--- config.mk ---
export PLATFORM = sky130hd
export DESIGN_NAME = matrix_scan_driver
export DESIGN_NICKNAME = d
export VERILOG_FILES = /design/src/rtl/matrix_scan_driver.sv
export SDC_FILE = /design/constraint.sdc
export NUM_CORES = 1
export LEC_CHECK = 0
export CAP_MARGIN = 10
export CORE_UTILIZATION = 45
export DETAILED_ROUTE_END_ITERATION = 10
export GPL_TIMING_DRIVEN = 1
export HOLD_SLACK_MARGIN = 0.08
export PLACE_DENSITY_LB_ADDON = 0.15
export SYNTH_ARGS = -nofsm -noshare
export SYNTH_HDL_FRONTEND = slang
export SYNTH_SLANG_ARGS = --single-unit
--- constraint.sdc ---
create_clock -name clk -period 2.1 [get_ports clk]
set_input_delay 0.21 -clock clk [delete_from_list [all_inputs] [get_ports clk]]
set_output_delay 0.21 -clock clk [all_outputs]
set_load 0.005 [all_outputs]
--- src/rtl/matrix_scan_driver.sv ---
// Column-multiplexed LED dot-matrix scanner with a double-buffered frame and tear-free swap.
// Optional MATRIX_SCAN_GHOST_BLANK_EN inserts one blanked cycle between columns.
module matrix_scan_driver #(
    parameter int ROWS       = 7,
    parameter int COLS       = 5,
    parameter int DWELL      = 1000,
    parameter int ACTIVE_LOW = 1
) (
    input  logic                 clk,
    input  logic                 reset,
    input  logic                 enable,
    input  logic [ROWS*COLS-1:0] frame_in,
    input  logic                 load_req,
    output logic                 load_ack,
    output logic [COLS-1:0]      col_sel,
    output logic [ROWS-1:0]      row_data,
    output logic                 frame_done
);
    localparam int COL_W   = (COLS > 1) ? $clog2(COLS) : 1;
    localparam int DWELL_W = (DWELL > 1) ? $clog2(DWELL) : 1;
    localparam logic [COL_W-1:0]   COL_LAST   = COL_W'(COLS - 1);
    localparam logic [DWELL_W-1:0] DWELL_LAST = DWELL_W'(DWELL - 1);
    localparam logic               POL        = (ACTIVE_LOW != 0);

`ifdef MATRIX_SCAN_GHOST_BLANK_EN
    typedef enum logic [1:0] {IDLE = 2'd0, SCAN = 2'd1, BLANK = 2'd2} state_t;
`else
    typedef enum logic [1:0] {IDLE = 2'd0, SCAN = 2'd1} state_t;
`endif

    state_t                 state_reg, state_next;
    logic [COL_W-1:0]       col_reg, col_next;
    logic [DWELL_W-1:0]     dwell_reg, dwell_next;
    logic [ROWS*COLS-1:0]   active_reg, active_next;
    logic [ROWS*COLS-1:0]   shadow_reg, shadow_next;
    logic                   pending_reg, pending_next;
    logic [COLS-1:0]        col_sel_reg, col_sel_next;
    logic [ROWS-1:0]        row_data_reg, row_data_next;
    logic                   load_ack_reg;
    logic                   frame_done_reg, frame_done_next;
    logic                   boundary;

    // Boundary is judged on the current cycle so a swap still happens if enable drops on it.
    assign boundary = (state_reg == SCAN) && (col_reg == COL_LAST) && (dwell_reg == DWELL_LAST);

    always_comb begin
        state_next   = state_reg;
        col_next     = col_reg;
        dwell_next   = dwell_reg;
        active_next  = active_reg;
        shadow_next  = shadow_reg;
        pending_next = pending_reg;

        if (!enable) begin
            state_next = IDLE;
            col_next   = '0;
            dwell_next = '0;
        end else begin
            case (state_reg)
                IDLE: begin
                    state_next = SCAN;
                    col_next   = '0;
                    dwell_next = '0;
                end
                SCAN: begin
                    if (dwell_reg == DWELL_LAST) begin
                        dwell_next = '0;
                        col_next   = (col_reg == COL_LAST) ? '0 : col_reg + COL_W'(1);
`ifdef MATRIX_SCAN_GHOST_BLANK_EN
                        state_next = BLANK;
`endif
                    end else begin
                        dwell_next = dwell_reg + DWELL_W'(1);
                    end
                end
`ifdef MATRIX_SCAN_GHOST_BLANK_EN
                BLANK: state_next = SCAN;
`endif
                default: state_next = IDLE;
            endcase
        end

        // Swap uses the pre-cycle pending/shadow; a load on the same cycle queues behind it.
        if (boundary && pending_reg) begin
            active_next  = shadow_reg;
            pending_next = 1'b0;
        end
        if (load_req) begin
            shadow_next  = frame_in;
            pending_next = 1'b1;
        end
    end

    logic [COLS-1:0]            col_onehot;
    logic [COLS-1:0][ROWS-1:0]  active_cols;
    logic [ROWS-1:0]            col_pixels;

    genvar gi;
    generate
        for (gi = 0; gi < COLS; gi++) begin : g_col
            assign col_onehot[gi] = (state_next == SCAN) && (col_next == COL_W'(gi));
        end
    endgenerate

    // Outputs are registered from next-state values so they line up with the state register.
    assign active_cols = active_next;
    assign col_pixels  = active_cols[col_next];

    always_comb begin
        col_sel_next    = col_onehot ^ {COLS{POL}};
        row_data_next   = {ROWS{POL}};
        frame_done_next = 1'b0;
        if (state_next == SCAN) begin
            row_data_next   = col_pixels ^ {ROWS{POL}};
            frame_done_next = (col_next == COL_LAST) && (dwell_next == DWELL_LAST);
        end
    end

    always_ff @(posedge clk) begin
        if (reset) begin
            state_reg      <= IDLE;
            col_reg        <= '0;
            dwell_reg      <= '0;
            active_reg     <= '0;
            shadow_reg     <= '0;
            pending_reg    <= 1'b0;
            col_sel_reg    <= {COLS{POL}};
            row_data_reg   <= {ROWS{POL}};
            load_ack_reg   <= 1'b0;
            frame_done_reg <= 1'b0;
        end else begin
            state_reg      <= state_next;
            col_reg        <= col_next;
            dwell_reg      <= dwell_next;
            active_reg     <= active_next;
            shadow_reg     <= shadow_next;
            pending_reg    <= pending_next;
            col_sel_reg    <= col_sel_next;
            row_data_reg   <= row_data_next;
            load_ack_reg   <= load_req;
            frame_done_reg <= frame_done_next;
        end
    end

    assign col_sel    = col_sel_reg;
    assign row_data   = row_data_reg;
    assign load_ack   = load_ack_reg;
    assign frame_done = frame_done_reg;

endmodule

==> results of run 1 <==
-- logic make-up after synthesis --
kind of cell / count (synthesis) / share of synthesized area, %
AND/OR/NAND/NOR: 141 / 17.5
flip-flops: 100 / 49.1
multiplexers: 87 / 21.5
AO/OA/AOI/OAI: 48 / 8.13
buffers and inverters: 27 / 2.79
adder cells (fa/ha/maj): 3 / 0.921
other: 1 / 0.0920
-- how the worst max path moves through the flow --
stage	start	end	slack, ns	cells past startpoint
final	dwell_reg[0]	row_data[1]	0.07	10
after detailed placement	col_reg[0]	row_data[3]	-0.04	10
after global routing	dwell_reg[0]	row_data[3]	-0.02	8
after CTS	dwell_reg[0]	row_data[2]	-0.0002	7
after global placement	col_reg[0]	row_data[3]	-0.04	10
after floorplan	dwell_reg[0]	row_data[0]	0.06	7
-- critical path, stage by stage, from the launching register on --
cell	delay [ns]
dfxtp_1	0.40
ha_4	0.17
and3b_2	0.22
nand4_1	0.10
buf_6	0.15
buf_12	0.14
buf_4	0.13
mux2i_1	0.24
mux2i_1	0.14
o2bb2ai_2	0.14
a31oi_1	0.13
-- repair_timing --
action	4_1_cts	5_1_grt
buffers inserted	8	10
resized for setup	2	27
cloned	0	2
pin swaps	1	6
endpoints found under the setup margin	2	8
-- power by group through the flow --
stage,registers [uW],logic [uW],clock network [uW]
6_report,1970,223,1140
2_1_floorplan,2000,116,0
3_5_place_dp,2010,223,0
3_3_place_gp,2010,220,0
4_1_cts,1970,224,1170
5_1_grt,1970,247,1250
-- per-layer routing --
layer / part of all wire, % / vias up / GRT usage (%)
li1: - / 1597 / -
met1: 48 / 1521 / 25.0
met2: 47 / 53 / 31.3
met3: 3.3 / 8 / 4.46
met4: 1.0 / 0 / 5.40
met5: 0 / - / 0
-- cell type report --
cell class | instances | area share (%)
clock buffers | 11 | 2.64
clock inverters | 5 | 0.793
inverters | 4 | 0.280
multi-input cells | 281 | 39.4
flip-flops and latches | 100 | 37.4
well taps | 108 | 2.52
repair buffers | 94 | 17.0
-- cell usage after synthesis, types with 2 or more instances --
library cell,count
nor2_1,84
and2_1,4
nand2_1,7
inv_1,4
buf_4,2
ha_1,3
buf_2,4
o2bb2ai_1,7
nand4_1,7
o21ai_0,8
and3_1,2
o21ai_2,2
nor3_1,3
nand2b_1,4
nand3_1,6
a31oi_1,9
clkbuf_1,15
mux2i_1,86
o41ai_1,2
nand3b_1,2
or4_1,2
buf_1,2
nor2b_1,5
dfxtp_1,100
a21oi_1,9
o21a_1,2
-- metrics by stage --
stage          hold WS, ns  power, uW  cells  area [um2]  util, %
4_1_cts              0.369       3360    591        5100     58.2
3_5_place_dp         0.485       2230    567        4850     55.3
3_3_place_gp         0.474       2230    567        4850     55.3
5_1_grt              0.394       3470    603        5370     61.2
2_1_floorplan        0.284       2120    407        4080        -
6_report             0.395       3330    603        5370     61.2
==> results.toml, run 1 <==
[sta]
fmax_ghz = 0.493
hold_viol = 0
relSlewSlack_pct = 52.0
setup_violations = 0
fin_skew_ns = 0.0115
period_minus_slack_ns = 2.03
tightest_slew_ns = 0.720
maxSlewViolCount = 0
finalCritPeriodShare_pct = 96.7
fin_setup_tns_ns = 0
setup_ws_ns = 0.0698

[worst_hold_path]
holdCritStartpoint = "load_req"
min_to = "shadow_reg[0]"
hold_path_class = "in2reg"
hold_depth = 3

[clock_network]
cts_inserted_buffers = 9
clock-sinks = 100
clockRootBuffer = "clkbuf_8"
clock_latency_ns = 0.35
htree_levels = 3
clk_pin_slew_ns = 0.10
clockBufferDepth = 2
cts_tree = "yes"
cts_hold_buf = 0

[logic_synthesis]
async_flop_share_pct = 0
synth_top_cell_area_share_pct = 49.1
synthFlopType = "dfxtp_1"
synth-edff-count = 0
netlist_instances = 407
synth_seq_area_share_pct = 49.1
yosysWarningCount = 0
yosys_register_bits = 100
synthesis.area_um2 = 4080
syn-num-nets = 449
yosysTopAreaCell = "dfxtp_1"
synth_area_leaders = "dfxtp_1 (49%), mux2i_1 (21%), nor2_1 (7.7%), o2bb2ai_1 (1.5%), a31oi_1 (1.4%)"
syn_avg_cell_area_um2 = 10.0
synth_cell_types = 52

[pwr]
power.density_nw_per_um2 = 621
p_leak_uw = 0.00244
seqPwrFrac_pct = 59.1
p_int_uw = 2550
switching_share_pct = 23.6
power_switching_uw = 788
power_frac_clock_pct = 34.2
vdd_drop_max_mv = 0.426
power_frac_comb_pct = 6.7

[die]
rows = 34
die_w_um = 97.2
initial_core_util_pct = 46.5
num_io_pins = 53
design.core.area_um2 = 8760
dieArea_um2 = 9440
dieHeight_um = 97.2

[finish]
regArea_um2 = 2010
final_common_cell = "dfxtp_1"
mostFrequentLayoutCells = "dfxtp_1 (97), nor2_1 (84), mux2i_1 (80)"
multi_input_area_um2 = 2110
area_growth_pct = 31.6
layout-drive-gt1-share_pct = 18.8
antenna_cells = 0
nets = 532
fillerInstances = 744

[grt]
grt_antenna_before_repair = 0
grt_max_degree = 73
grt_pass1_wl_mm = 14.5
grt_usage_pct = 19.1
overflow = 0
grt_pass1_vias = 3060

[worst_setup_path]
critPathKind = "reg2reg"
r2r_cells = 10
critPathLaunchType = "register"
worstPathArrival_ns = 2.31
cp.required_ns = 2.38
r2r-start = "dwell_reg[0]"
worst-path-max-fanout = 8
worstSetupEndpointType = "register"
ff2ff_setup_slack_ns = 0.07
r2r_end = "row_data[1]"

[routing]
firstDrtPassIters = 4
routed_wl_mm = 8.88
ant_nets = 0
first_iter_violations = 92
vias = 3179
post_drt_via_cell_ratio = 5.27
routedWlPerCell_um = 14.7
drc = 0

[placed_design]
port_buffers = 52
place_congestion = 0.876
dpl_worst_slack_ns = -0.0356
hpwlAfterDp_mm = 6.21

[flow_run]
cap_violations = 0

[status]
status = "complete, no violations"
Power figures use the tool's default switching activity.
==> run 2: changes to the inputs <==
- CORE_UTILIZATION: 45 -> 49
==> run 2 against run 1 <==
Final area fell by 0.61%. Sequential power about the same. Register-to-register slack worse by 0.02 ns.
==> results.toml, run 2 (synthesis results as in run 1) <==
[worst_setup_path]
worst-path-max-fanout = 4
ff2ff_setup_slack_ns = 0.05
r2r-start = "col_reg[0]"
critPathKind = "reg2reg"
r2r_cells = 10
r2r_end = "row_data[5]"
worstSetupEndpointType = "register"
critPathLaunchType = "register"
worstPathArrival_ns = 2.35
cp.required_ns = 2.40

[die]
die_w_um = 93.2
rows = 32
dieArea_um2 = 8690
design.core.area_um2 = 7890
initial_core_util_pct = 51.7
num_io_pins = 53
dieHeight_um = 93.2

[routing]
vias = 3223
first_iter_violations = 108
ant_nets = 0
drc = 0
firstDrtPassIters = 4
routedWlPerCell_um = 16.2
routed_wl_mm = 9.49
post_drt_via_cell_ratio = 5.51

[finish]
mostFrequentLayoutCells = "dfxtp_1 (93), nor2_1 (84), mux2i_1 (69)"
nets = 520
layout-drive-gt1-share_pct = 19.9
final_core_util_pct = 67.6
final_common_cell = "dfxtp_1"
stdcell_area_um2 = 5330
area_growth_pct = 30.8
antenna_cells = 0
fillerInstances = 598

[clock_network]
cts_inserted_buffers = 9
clockBufferDepth = 2
clockRootBuffer = "clkbuf_8"
clk_pin_slew_ns = 0.09
cts_hold_buf = 0
clock_latency_ns = 0.37
htree_levels = 3
cts_tree = "yes"
clock-sinks = 100

[pwr]
vdd_drop_max_mv = 0.437
power.density_nw_per_um2 = 655
p_leak_uw = 0.00228
power_uw = 3500

[grt]
grt_pass1_wl_mm = 15.0
overflow = 0
grt_pass1_vias = 3019
grt_max_degree = 73
grt_usage_pct = 22.5
grt_antenna_before_repair = 0

[status]
status = "complete, no violations"

[sta]
tightest_slew_ns = 0.721
fin_skew_ns = 0.0122
maxSlewViolCount = 0
fin_setup_tns_ns = 0
fmax_ghz = 0.488
period_minus_slack_ns = 2.05
finalCritPeriodShare_pct = 97.6
relSlewSlack_pct = 52.0
hold_viol = 0
whs_ns = 0.357
setup_violations = 0

[placed_design]
placed_cell_area_um2 = 4810
hpwlAfterDp_mm = 6.15
port_buffers = 52
place_congestion = 0.859

[flow_run]
cap_violations = 0

[worst_hold_path]
hold_path_class = "in2reg"
holdCritStartpoint = "reset"
min_to = "col_reg[2]"
hold_depth = 3
-- run 2: stage by stage --
stage / setup slack, ns / cells
after floorplan: 0.0586 / 407
after global placement: 0.0282 / 560
after detailed placement: -0.0505 / 560
after CTS: 0.0211 / 579
after global routing: -0.0382 / 585
final: 0.0497 / 585
-- run 2: area by class of cell --
type	count	area, um2	share of cell area [%]
flip-flops and latches	100	2010	37.7
clock buffers	10	128	2.39
clock inverters	6	82.6	1.55
inverters	4	15.0	0.282
multi-input cells	280	2130	40.0
repair buffers	83	835	15.6
well taps	102	128	2.39
-- run 2: what timing repair did --
| action | 4_1_cts | 5_1_grt |
|---|---|---|
| resized for setup | 2 | 43 |
| setup endpoints to repair | 1 | 8 |
| pin swaps | 0 | 7 |
| gates cloned | 1 | 2 |
| buffers inserted | 2 | 4 |
-- run 2: how the worst max path moves through the flow --
stage | startpoint | end | cells past startpoint
floorplan | dwell_reg[0] | row_data[0] | 7
global placement | col_reg[0] | row_data[3] | 9
detailed placement | col_reg[0] | row_data[3] | 9
CTS | col_reg[0] | row_data[3] | 9
global route | dwell_reg[9] | row_data[3] | 8
finish | col_reg[0] | row_data[5] | 10
-- run 2: power breakdown --
group	switching, uW	total (uW)	internal, uW
logic	98.6	224	125
registers	30.8	1970	1940
clock network	721	1300	579
total	851	3500	2640
-- run 2: per-layer routing --
layer / part of all wire, % / global-route usage, %
met5: 0 / 0
met1: 46 / 29.8
met3: 4.8 / 5.28
met2: 47 / 35.5
met4: 2.0 / 8.33
-- run 2: critical path: stages, from the launching register on --
cell       delay, ns
dfxtp_2         0.35
inv_1           0.07
ha_2            0.19
and3_1          0.16
nand4_1         0.18
buf_6           0.21
clkbuf_16       0.16
buf_4           0.15
mux2i_2         0.23
mux2i_1         0.11
a31oi_1         0.16
==> run 3: changes to the inputs <==
- CORE_ASPECT_RATIO: not set -> 1.4
==> run 3 against run 2 <==
Final area is 5.8% higher. Critical endpoint is now row_data[4]. Power is 18% higher. Via count is 0.28% higher. Routed wire length is 1.7% higher. Die area hardly changed. Sequential cell count stayed put.
==> results.toml, run 3 (synthesis results as in run 1) <==
[routing]
ant_nets = 0
first_iter_violations = 169
vias = 3232
routed_wl_mm = 9.66
post_drt_via_cell_ratio = 5.48
firstDrtPassIters = 4
routedWlPerCell_um = 16.4
drc = 0

[placed_design]
port_buffers = 52
hpwlAfterDp_mm = 6.50
dp.cells = 566
place_congestion = 0.915
placed_cell_area_um2 = 4860

[sta]
hold_viol = 0
relSlewSlack_pct = 52.1
tightest_slew_ns = 0.718
maxSlewViolCount = 0
rsz0062_at_grt = "yes"
finalCritPeriodShare_pct = 97.2
fmax_ghz = 0.490
period_minus_slack_ns = 2.04
setup_violations = 0
fin_skew_ns = 0.00601
whs_ns = 0.362

[worst_setup_path]
critPathLaunchType = "register"
worst-path-max-fanout = 8
worstPathArrival_ns = 2.31
cp_slowest_cell = "dfxtp_1"
crit_family = "buffers and inverters"
r2r-start = "state_reg[1]"
startpoint = "state_reg[1]"
slowest_delay_ns = 0.49
cp.required_ns = 2.37
crit_buf_inv = 4
critPathKind = "reg2reg"
worstSetupEndpointType = "register"
cp_cell_sequence = "and4bb_2, nand4_1, buf_6, buf_12, buf_4, clkbuf_16, mux2i_2, o2bb2ai_1, a31oi_1"

[clock_network]
clockRootBuffer = "clkbuf_16"
clock-sinks = 100
cts_hold_buf = 0
clock_latency_ns = 0.34
cts_tree = "yes"
clk_pin_slew_ns = 0.06
cts_inserted_buffers = 9
htree_levels = 3
clockBufferDepth = 2

[die]
rows = 39
die_w_um = 79.1
num_io_pins = 53
initial_core_util_pct = 50.3
dieArea_um2 = 8690
dieHeight_um = 110
design.core.area_um2 = 8100

[pwr]
vdd_drop_max_mv = 0.560
power.density_nw_per_um2 = 733
p_leak_uw = 0.00238

[finish]
antenna_cells = 0
fin_cells = 590
stdcell_area_um2 = 5640
layout-drive-gt1-share_pct = 20.9
mostFrequentLayoutCells = "dfxtp_1 (93), nor2_1 (84), mux2i_1 (64)"
nets = 526
final_common_cell = "dfxtp_1"
area_growth_pct = 38.5

[worst_hold_path]
hold_path_class = "in2reg"
holdCritStartpoint = "reset"

[status]
status = "complete, no violations"

[grt]
grt_pass1_vias = 3078
grt_usage_pct = 22.9
grt_pass1_wl_mm = 15.0
overflow = 0
grt_max_degree = 73
grt_antenna_before_repair = 0

[flow_run]
cap_violations = 0
[run 3: cell types whose count changed in the layout (fill, tap and decap cells not counted), sizes merged]
cell / change
bufinv: +3
inv: -3
bufbuf: +2
clkbuf: -1
buf: +5
clkinvlp: -1
[run 3: final cells by class]
type,count,area (um2)
clock buffer,10,229
clock inverter,5,125
fill,626,2460
inverter,4,15.0
multi-input combinational,280,2230
sequential,100,2010
tap,102,128
timing repair buffer,89,905
[run 3: final timing paths]
check,cells after the start,slack [ns],to
setup / recovery,9,0.06,row_data[4]
hold / removal,3,0.36,col_reg[1]
setup reg to reg,9,0.06,row_data[4]
hold reg to reg,2,0.50,active_reg[16]
[run 3: metal layers]
metal	share of wire, %	routed length (um)	GRT usage, %	up-vias
met2	53	5150	39.4	74
met4	2.1	199	11.2	0
li1	-	-	-	1591
met5	0	0	0	-
met3	3.1	297	4.40	16
met1	42	4010	27.2	1551
[run 3: power by group]
group / switching, uW / internal (uW)
clock network: 660 / 1280
logic: 98.0 / 124
registers: 36.3 / 1940
total: 795 / 3340
[run 3: worst min-delay path, stage by stage]
cell      delay, ns
buf_2          0.10
nand2b_1       0.27
nor2b_1        0.08
[run 3: through the flow]
stage                     util, %  setup TNS (ns)  power, uW  worst slack [ns]
after detailed placement     60.0          -0.151       2230           -0.0468
after floorplan                 -               0       2120            0.0586
after global routing         69.7         -0.0526       4280           -0.0230
final                        69.7               0       4140            0.0586
after global placement       60.0         -0.0766       2220           -0.0326
after CTS                    66.1         -0.0781       4160           -0.0334
[run 3: what timing repair did]
item / 4_1_cts / 5_1_grt
setup endpoints to repair: 4 / 11
pin swaps: 1 / 4
gates resized for setup: 12 / 45
buffers inserted: 3 / 3
cloned: 2 / 1
